[src/rtl/vga_sync_gen.sv]
// Parametrised VGA timing generator: pixel-tick divider, hc/vc raster counters,
// polarity-configurable syncs and a valid/ready RGB sink with registered outputs.
module vga_sync_gen #(
  parameter int CD      = 12,
  parameter int CLK_DIV = 4,
  parameter int HD      = 640,
  parameter int HF      = 16,
  parameter int HR      = 96,
  parameter int HB      = 48,
  parameter int VD      = 480,
  parameter int VF      = 10,
  parameter int VR      = 2,
  parameter int VB      = 33,
  parameter bit H_POL   = 1'b0,
  parameter bit V_POL   = 1'b0
) (
  input  logic          clk,
  input  logic          reset,
  input  logic          sync_clr,
  input  logic [CD-1:0] si_rgb,
  input  logic          si_valid,
  output logic          si_ready,
  input  logic          clr_underflow,
  output logic          underflow,
  output logic          hsync,
  output logic          vsync,
  output logic [CD-1:0] rgb,
  output logic [10:0]   hc,
  output logic [10:0]   vc,
  output logic          frame_start,
  output logic          line_start
);

  localparam int HT = HD + HF + HR + HB;
  localparam int VT = VD + VF + VR + VB;
  localparam int DW = (CLK_DIV > 1) ? $clog2(CLK_DIV) : 1;

  localparam logic [DW-1:0] DIV_LAST = DW'(CLK_DIV - 1);
  localparam logic [10:0]   H_LAST   = 11'(HT - 1);
  localparam logic [10:0]   V_LAST   = 11'(VT - 1);
  localparam logic [10:0]   H_DISP   = 11'(HD);
  localparam logic [10:0]   V_DISP   = 11'(VD);
  localparam logic [10:0]   H_RT_LO  = 11'(HD + HF);
  localparam logic [10:0]   H_RT_HI  = 11'(HD + HF + HR - 1);
  localparam logic [10:0]   V_RT_LO  = 11'(VD + VF);
  localparam logic [10:0]   V_RT_HI  = 11'(VD + VF + VR - 1);

  logic [DW-1:0] div;
  logic          tick;
  logic          h_act;
  logic          v_act;
  logic          video_on;

  // With CLK_DIV=1 the divider is a single bit pinned at 0, so tick is constant 1.
  assign tick = (div == DIV_LAST);

  always_ff @(posedge clk or negedge reset) begin
    if (!reset) begin
      div <= '0;
    end else if (sync_clr || tick) begin
      div <= '0;
    end else begin
      div <= div + 1'b1;
    end
  end

  always_ff @(posedge clk or negedge reset) begin
    if (!reset) begin
      hc <= '0;
      vc <= '0;
    end else if (sync_clr) begin
      hc <= '0;
      vc <= '0;
    end else if (tick) begin
      if (hc == H_LAST) begin
        hc <= '0;
        vc <= (vc == V_LAST) ? 11'd0 : vc + 11'd1;
      end else begin
        hc <= hc + 11'd1;
      end
    end
  end

  assign h_act    = (hc >= H_RT_LO) && (hc <= H_RT_HI);
  assign v_act    = (vc >= V_RT_LO) && (vc <= V_RT_HI);
  assign video_on = (hc < H_DISP) && (vc < V_DISP);

  // Handshake: si_ready depends only on timing state, never on si_valid, so
  // upstream may drive si_valid from hc/vc without a combinational loop.
  assign si_ready    = tick && video_on;
  assign line_start  = tick && (hc == 11'd0);
  assign frame_start = tick && (hc == 11'd0) && (vc == 11'd0);

  // Syncs and colour are captured on the same tick so they stay aligned.
  always_ff @(posedge clk or negedge reset) begin
    if (!reset) begin
      hsync <= ~H_POL;
      vsync <= ~V_POL;
      rgb   <= '0;
    end else if (tick) begin
      hsync <= h_act ? H_POL : ~H_POL;
      vsync <= v_act ? V_POL : ~V_POL;
      rgb   <= (video_on && si_valid) ? si_rgb : '0;
    end
  end

  // A starved pixel is shown black; a coincident new underflow beats clr_underflow.
  always_ff @(posedge clk or negedge reset) begin
    if (!reset) begin
      underflow <= 1'b0;
    end else if (sync_clr) begin
      underflow <= 1'b0;
    end else if (si_ready && !si_valid) begin
      underflow <= 1'b1;
    end else if (clr_underflow) begin
      underflow <= 1'b0;
    end
  end

endmodule

[config.mk]
export PLATFORM = sky130hd
export DESIGN_NAME = vga_sync_gen
export DESIGN_NICKNAME = d
export VERILOG_FILES = /design/src/rtl/vga_sync_gen.sv
export SDC_FILE = /design/constraint.sdc
export NUM_CORES = 1
export LEC_CHECK = 0
export CELL_PAD_IN_SITES_DETAIL_PLACEMENT = 0
export CELL_PAD_IN_SITES_GLOBAL_PLACEMENT = 2
export CORE_ASPECT_RATIO = 0.5
export CORE_MARGIN = 1.5
export CORE_UTILIZATION = 32
export DETAILED_ROUTE_END_ITERATION = 10
export PLACE_DENSITY_LB_ADDON = 0.1
export SKIP_LAST_GASP = 1
export SLEW_MARGIN = 40
export SYNTH_ARGS = -nofsm -noshare
export SYNTH_HDL_FRONTEND = slang
export SYNTH_SLANG_ARGS = --single-unit
export TNS_END_PERCENT = 20
[constraint.sdc]
create_clock -name clk -period 3.8 [get_ports clk]
set_clock_uncertainty 0.05 [all_clocks]
set_input_delay 0.76 -clock clk [delete_from_list [all_inputs] [get_ports clk]]
set_output_delay 0.76 -clock clk [all_outputs]
set_load 0.1 [all_outputs]
# Word-level counts from Yosys, hierarchy flattened

Cells that the tools add are included.
W data, S select, Z words.

Bits in registers: 39
Output and inout bits: 40
Word-level logic and storage cells: 49
Input bits: 17

Reduce and logical (&&, ||, !) cells: 16
Muxes and demuxes: 14
Equal/unequal tests: 3
Add/subtract/negate cells: 3
Order comparisons: 6

Operators by type and width:

| cell                    | count |
|---|---|
| $mux W11                | 7 |
| $add A11 B1 Y11 const B | 2 |
| $eq A11 B10 Y1 const B  | 2 |
| $logic_not A11 Y1       | 2 |
| $mux W12                | 1 |
| $ge A11 B10 Y1 const B  | 1 |
| $ge A11 B9 Y1 const B   | 1 |
| $le A11 B10 Y1 const B  | 1 |
| $le A11 B9 Y1 const B   | 1 |
| $lt A11 B10 Y1 const B  | 1 |
| $lt A11 B9 Y1 const B   | 1 |
| $logic_and A1 B1 Y1     | 8 |
| $mux W1                 | 5 |
| $reduce_bool A2 Y1      | 2 |
| $reduce_bool A3 Y1      | 1 |
| $add A2 B1 Y2 const B   | 1 |
| $eq A2 B2 Y1 const B    | 1 |
| $mux W2                 | 1 |
| $reduce_and A2 Y1       | 1 |
| $logic_not A1 Y1        | 1 |
| $logic_or A1 B1 Y1      | 1 |

# Depth between registers and ports, before layout

Gate-level depths: netlist of the first run.

Depth in word-level cells: 6
Depth in mapped cells: 7
Mapped depth without buffers: 6

# Worst setup path before layout of the first run

No wires, ideal clock.

Path kind: register -> output
Start: register hc[5]
End: output port frame_start
Path slack: -69 ps
Stages on the path, launching flop included: 5
Arrival: 3059 ps
Path buffers: 1
Data required time: 2990 ps
Cells stage by stage: dfrtp_1 buf_2 nor3_1 and4_1 and4_1

Longest elaborated chain between the ends: 3

RTL lines:

| element                  | line | source |
|---|---|---|
| start: declaration       | 28   | `output logic [10:0] hc,` |
| start signal: assignment | 79   | `hc <= hc + 11'd1;` |
| $logic_not A11 Y1        | n/a  |  |
| $logic_and A1 B1 Y1      | n/a  |  |
| named net line_start     | 31   | `output logic line_start` |
| $logic_and A1 B1 Y1      | 92   | `assign frame_start = tick && (hc == 11'd0) && (vc == 11'd0);` |
| end: declaration         | 30   | `output logic frame_start,` |

The timed path passes the listed nets, and every way through them passes these cells.

# Final worst setup path of the first run

Start: register div[0]
End: output port frame_start

Longest elaborated chain between the ends: 3

RTL lines:

| element                          | line | source |
|---|---|---|
| start: declaration               | 48   | `logic [DW-1:0] div;` |
| start signal: assignment         | 63   | `div <= div + 1'b1;` |
| $eq A2 B2 Y1                     | 55   | `assign tick = (div == DIV_LAST);` |
| $logic_and A1 B1 Y1 (2 in a row) | 92   |  |

Every way passes these cells.

==> results of run 1 <==
## cell families (layout without fill, tap and decap cells)
| kind of cell | count (synthesis) | in the layout | synth area share (%) |
|---|---|---|---|
| AO/OA/AOI/OAI | 44 | 44 | 16.6 |
| buffers and inverters | 27 | 77 | 5.76 |
| multiplexers | 3 | 3 | 1.41 |
| XOR/XNOR | 7 | 7 | 2.88 |
| adder cells (fa/ha/maj) | 6 | 6 | 3.53 |
| AND/OR/NAND/NOR | 78 | 78 | 23.9 |
| flip-flops | 39 | 39 | 46.0 |
## worst paths after layout
kind                               end  slack, ps  cells after the start
setup / recovery           frame_start        700                      6
hold / removal                  div[0]        390                      1
setup reg to reg                rgb[8]       1580                      5
hold reg to reg                 div[0]        390                      1
max in group asynchronous        hsync       2930                      1
min in group asynchronous       rgb[9]        400                      1
## cells in the mapped netlist (5+ instances only)
library cell / number / area [sq um]
dfrtp_1: 37 / 926
nor2_1: 18 / 67.6
inv_1: 13 / 48.8
a22o_1: 12 / 105
nand3_1: 9 / 45.0
nand2_1: 8 / 30.0
o31ai_1: 7 / 52.6
and4_1: 6 / 52.6
ha_1: 6 / 75.1
buf_2: 5 / 25.0
nand4_1: 5 / 31.3
xor2_1: 5 / 43.8
## placed cells by master, fill, tap and decap left out, types with 4 or more instances in the layout
cell             netlist  final
dfrtp_1               37     37
buf_2                  5     36
nor2_1                18     18
clkdlybuf4s50_1        0     15
inv_1                 13     13
a22o_1                12     12
nand3_1                9      9
nand2_1                8      8
o31ai_1                7      7
ha_1                   6      6
nand4_1                5      5
and4_1                 6      5
xor2_1                 5      5
clkbuf_16              0      5
buf_4                  4      5
nand2b_1               4      4
and3_1                 4      4
o211ai_1               4      4
## final cells by class
| class | count | area, sq um |
|---|---|---|
| inverters | 14 | 52.6 |
| flip-flops and latches | 39 | 978 |
| multi-input cells | 138 | 1030 |
| clock buffers | 6 | 139 |
| fillers | 603 | 3550 |
| well taps | 88 | 110 |
| repair buffers | 56 | 368 |
| clock inverters | 1 | 5.00 |
## layer usage
| layer | share of wire (%) | wire length, um | track usage [%] | vias up |
|---|---|---|---|---|
| met5 | 0 | 0 | 0 | - |
| met4 | 0.62 | 34 | 5.05 | 0 |
| met3 | 6.3 | 343 | 5.17 | 4 |
| met2 | 40 | 2170 | 23.3 | 49 |
| met1 | 53 | 2930 | 24.4 | 843 |
| li1 | - | - | - | 867 |
## metrics by stage
| stage | instance area (sq um) | power (uW) | hold slack, ps | setup slack (ps) |
|---|---|---|---|---|
| finish | 2680 | 1460 | 389 | 704 |
| global route | 2680 | 1520 | 401 | 526 |
| CTS | 2680 | 1480 | 392 | 673 |
| detailed placement | 2540 | 1060 | 385 | 986 |
| global placement | 2720 | 1110 | 369 | 1060 |
| floorplan | 2130 | 958 | 360 | 136 |
## power breakdown
group          total, uW  switching [uW]  internal (uW)  leakage, uW
Combinational        553             455           97.4     0.000681
Sequential           496            25.5            470     0.000525
Clock                412             156            256    0.0000727
Total               1460             637            824      0.00128
## sequential cells by signal, summed over array words and instances, names as in the netlist
| name | cells |
|---|---|
| div | 2 |
| hc | 11 |
| hsync | 1 |
| rgb | 12 |
| underflow | 1 |
| vc | 11 |
| vsync | 1 |
==> impl_metrics.json, run 1 <==
{
  "status": "complete, no violations",
  "initial_core_util_pct": 34.2,
  "p_leak_uw": 0.00128,
  "htreeDepth": 2,
  "crit_fanout": 13,
  "path_class": "register to primary output",
  "max_stage_delay_ps": 410,
  "path_clk_slew_ps": 50,
  "fp-row-count": 20,
  "synth_seq_cells": 39,
  "final_layout_size_suffix_gt1_share_pct": 24.0,
  "worst_pin_slew_ps": 785,
  "worstPathArrival_ps": 2290,
  "yosysSeqAreaShare_pct": 46.0,
  "syn_avg_cell_area_sq_um": 10.4,
  "power.density_nw_per_um2": 545,
  "synth_area_sq_um": 2130,
  "required_ps": 2990,
  "first_pass_iters": 4,
  "fin_crit_ps": 3100,
  "fin_setup_tns_ps": 0,
  "max_slew_margin_pct": 47.5,
  "clock_path_buffers": 2,
  "hold_viol_final": 0,
  "diodes": 0,
  "min-delay-start": "div[0]",
  "setup_viol": 0,
  "grt_max_degree": 40,
  "numPortBuffers": 56,
  "layout.nets": 277,
  "hpwl_um": 3840,
  "ys_warn_count": 0,
  "cp_slowest_cell": "ha_1",
  "ios": 57,
  "die-area_sq_um": 7180,
  "syn2layout_area_growth_pct": 26.0,
  "async_flop_share_pct": 100,
  "grt_usage_pct": 16.6,
  "r2r_start": "div[0]",
  "crit_chain": "ha_1 > inv_2 > nor3_1 > and4_1 > and4_2 > buf_4",
  "worst_hold_path_type": "register to register",
  "yosysUniqueCellTypes": 53,
  "dpl.cell_count": 335,
  "postCtsResizedCells": 0,
  "cts_made_buffers": 5,
  "cts_setup_buffers": 0,
  "via_per_inst": 5.15,
  "clkLatencyLatePin_ps": 280,
  "drv_cap": 0,
  "final-instance-count-excl-fill": 342,
  "vdd_ir_drop_max_uv": 195,
  "synth_nets": 227,
  "vias": 1763,
  "cp-start-kind": "register",
  "critPathBufInv": 2,
  "rsz0062_at_grt": "no",
  "drt-total-wl_um": 5480,
  "gp_congestion": 0.745,
  "slew_violations": 0,
  "drcViolationCount": 0,
  "worst_setup_path_end_kind": "primary output",
  "cts_tree": "built",
  "die_y_um": 60.7,
  "max_freq_ghz": 0.323,
  "critPathLaunch": "div[0]",
  "synth_edf_count": 0,
  "synthCells": 204,
  "antenna_found_initial": 0,
  "wl_per_cell_um": 16.0,
  "grt_pass1_wl_um": 9070,
  "fp.dieW_um": 118,
  "critPathTopFamily": "simple AND/OR/NAND/NOR gates",
  "ant_nets": 0,
  "grt_pass1_vias": 1684,
  "synth_top_flop_cell": "dfrtp_1",
  "cts_root_buf": "clkbuf_16",
  "overflow": 0,
  "drt_iter0_drc": 57,
  "finish.utilization_pct": 43.0,
  "cts_sinks": 39,
  "postCtsHoldBufs": 0,
  "finalCritPeriodShare_pct": 81.5,
  "core_sq_um": 6230
}
Power figures use the tool's default switching activity.
==> run 2, diff against run 1 <==
- CORE_UTILIZATION: 32 -> 27
- clock period: 3.8 -> 2.6 ns (I/O delays scaled with it)
==> run 2 against run 1 <==
Via count is 2.5% higher. Flip-flop and latch count stayed put. Critical path type unchanged. Critical endpoint unchanged. Cell count is 6.7% higher. First-iteration DRC count is 5.3% higher. Non-clock buffer count is 2 higher. Combinational power is 57% higher. Register-to-register slack worse by 880 ps. Critical path depth stayed put. Global-route usage is 1.6 points lower. Worst hold slack worse by 220 ps. Largest power group unchanged. Highest routed layer unchanged. Sequential power is 47% higher.
==> impl_metrics.json, run 2 (synthesized netlist as in run 1, its figures left out) <==
{
  "finalCritPeriodShare_pct": 94.7,
  "worst_hold_path_type": "input pin to asynchronous set/reset pin",
  "drcViolationCount": 0,
  "crit_path_end": "frame_start",
  "path_class": "register to primary output",
  "initial_core_util_pct": 28.4,
  "final_cell_mix": "buf_4, dfrtp_1, nor2_1, clkdlybuf4s50_1, inv_1",
  "via_per_inst": 4.95,
  "core_sq_um": 7490,
  "grt_pass1_wl_um": 9630,
  "setup_ws_ps": 137,
  "syn2layout_area_growth_pct": 35.7,
  "overflow": 0,
  "grt_usage_pct": 15.0,
  "reg2reg_to": "vc[6]",
  "path_clk_slew_ps": 60,
  "cts_setup_buffers": 0,
  "largestRegisters": "rgb (12), hc (11), vc (11)",
  "cp-start-kind": "register",
  "drt_iter0_drc": 60,
  "worst_pin_slew_ps": 538,
  "design_area_sq_um": 2890,
  "slew_violations": 0,
  "fin_crit_ps": 2460,
  "r2r_start": "hc[0]",
  "clkLatencyLatePin_ps": 280,
  "power.density_nw_per_um2": 795,
  "gp_congestion": 0.729,
  "wl_per_cell_um": 16.1,
  "postCtsResizedCells": 0,
  "rsz0062_at_grt": "no",
  "ant_nets": 0,
  "hold_viol_final": 0,
  "max_freq_ghz": 0.406,
  "post-place-ws_ps": 408,
  "required_ps": 2030,
  "max_stage_delay_ps": 340,
  "clock_path_buffers": 2,
  "worst_setup_path_end_kind": "primary output",
  "drt-total-wl_um": 5890,
  "critPathLaunch": "div[0]",
  "cpMostUsedCell": "and4_4",
  "r2r_setup_slack_ps": 700,
  "postCtsHoldBufs": 0,
  "setup_viol": 0,
  "cts_tree": "built",
  "grt_max_degree": 40,
  "first_pass_iters": 4,
  "final.fill_count": 770,
  "htreeDepth": 2,
  "cp_slowest_cell": "dfrtp_1",
  "crit_chain": "ha_1 > inv_2 > nor3_1 > and4_4 > and4_4 > buf_12",
  "layout_commonest_cell": "buf_4",
  "crit_fanout": 13,
  "drv_cap": 0,
  "cts_made_buffers": 5,
  "die_y_um": 65.8,
  "top_register": "rgb",
  "p_leak_uw": 0.00130,
  "status": "complete, no violations",
  "worstPathArrival_ps": 1890,
  "dpl_cell_area_sq_um": 2720,
  "ff2ff_path_depth": 5,
  "final_layout_size_suffix_gt1_share_pct": 28.8,
  "die-area_sq_um": 8460,
  "vias": 1807,
  "layout.nets": 279,
  "max_slew_margin_pct": 64.1,
  "numPortBuffers": 56,
  "ios": 57,
  "fp-row-count": 22,
  "cts_sinks": 39,
  "fp.dieW_um": 129,
  "antenna_found_initial": 0,
  "vdd_ir_drop_max_uv": 413,
  "largest_reg_flops": 12,
  "cts_root_buf": "clkbuf_16",
  "diodes": 0,
  "hpwl_um": 4130,
  "grt_pass1_vias": 1797
}
## run 2: cell types whose count changed in the layout (fill, tap and decap cells not counted), sizes merged
cell    before  now
bufinv       0    1
buf         41   43
clkinv       1    2
clkbuf       6    5
## run 2: where the power goes
group | internal (uW) | total (uW) | switching (uW) | leakage (uW)
Combinational | 197 | 866 | 669 | 0.000706
Sequential | 687 | 728 | 40.7 | 0.000510
Clock | 452 | 703 | 251 | 0.0000838
## run 2: per-stage QoR
step	hold slack [ps]	TNS (ps)	cells	util [%]	power, uW
floorplan	174	-10.7	204	-	1400
global placement	370	0	357	36.3	1610
detailed placement	378	0	357	36.3	1610
CTS	186	0	365	38.6	2330
global route	202	0	365	38.6	2380
finish	171	0	365	38.6	2300
## run 2: worst max-delay path, delay by kind of cell (launching register included)
family	cells	cell delay [ps]
simple gates	3	780
flops	1	340
buf+inv	2	300
fa+ha+maj	1	180
## run 2: layout make-up
class | instances | area (sq um) | share of cell area, %
multi-input combinational | 138 | 1030 | 35.7
sequential | 39 | 990 | 34.3
clock inverter | 3 | 43.8 | 1.52
tap | 108 | 135 | 4.68
inverter | 14 | 52.6 | 1.82
timing repair buffer | 58 | 510 | 17.7
clock buffer | 5 | 125 | 4.33
## run 2: per-layer routing
layer | GRT usage, % | up-vias | wire length [um]
met3 | 4.29 | 5 | 334
met1 | 20.8 | 884 | 3010
met4 | 3.79 | 0 | 48
met2 | 23.1 | 52 | 2500
met5 | 0 | - | 0
li1 | - | 866 | -
## run 2: worst min path at each step
| stage | start | end | cells past startpoint |
|---|---|---|---|
| floorplan | reset | div[0] | 0 |
| global placement | div[0] | div[0] | 1 |
| detailed placement | div[0] | div[0] | 1 |
| CTS | reset | rgb[5] | 1 |
| global route | reset | rgb[1] | 1 |
| finish | reset | rgb[2] | 1 |
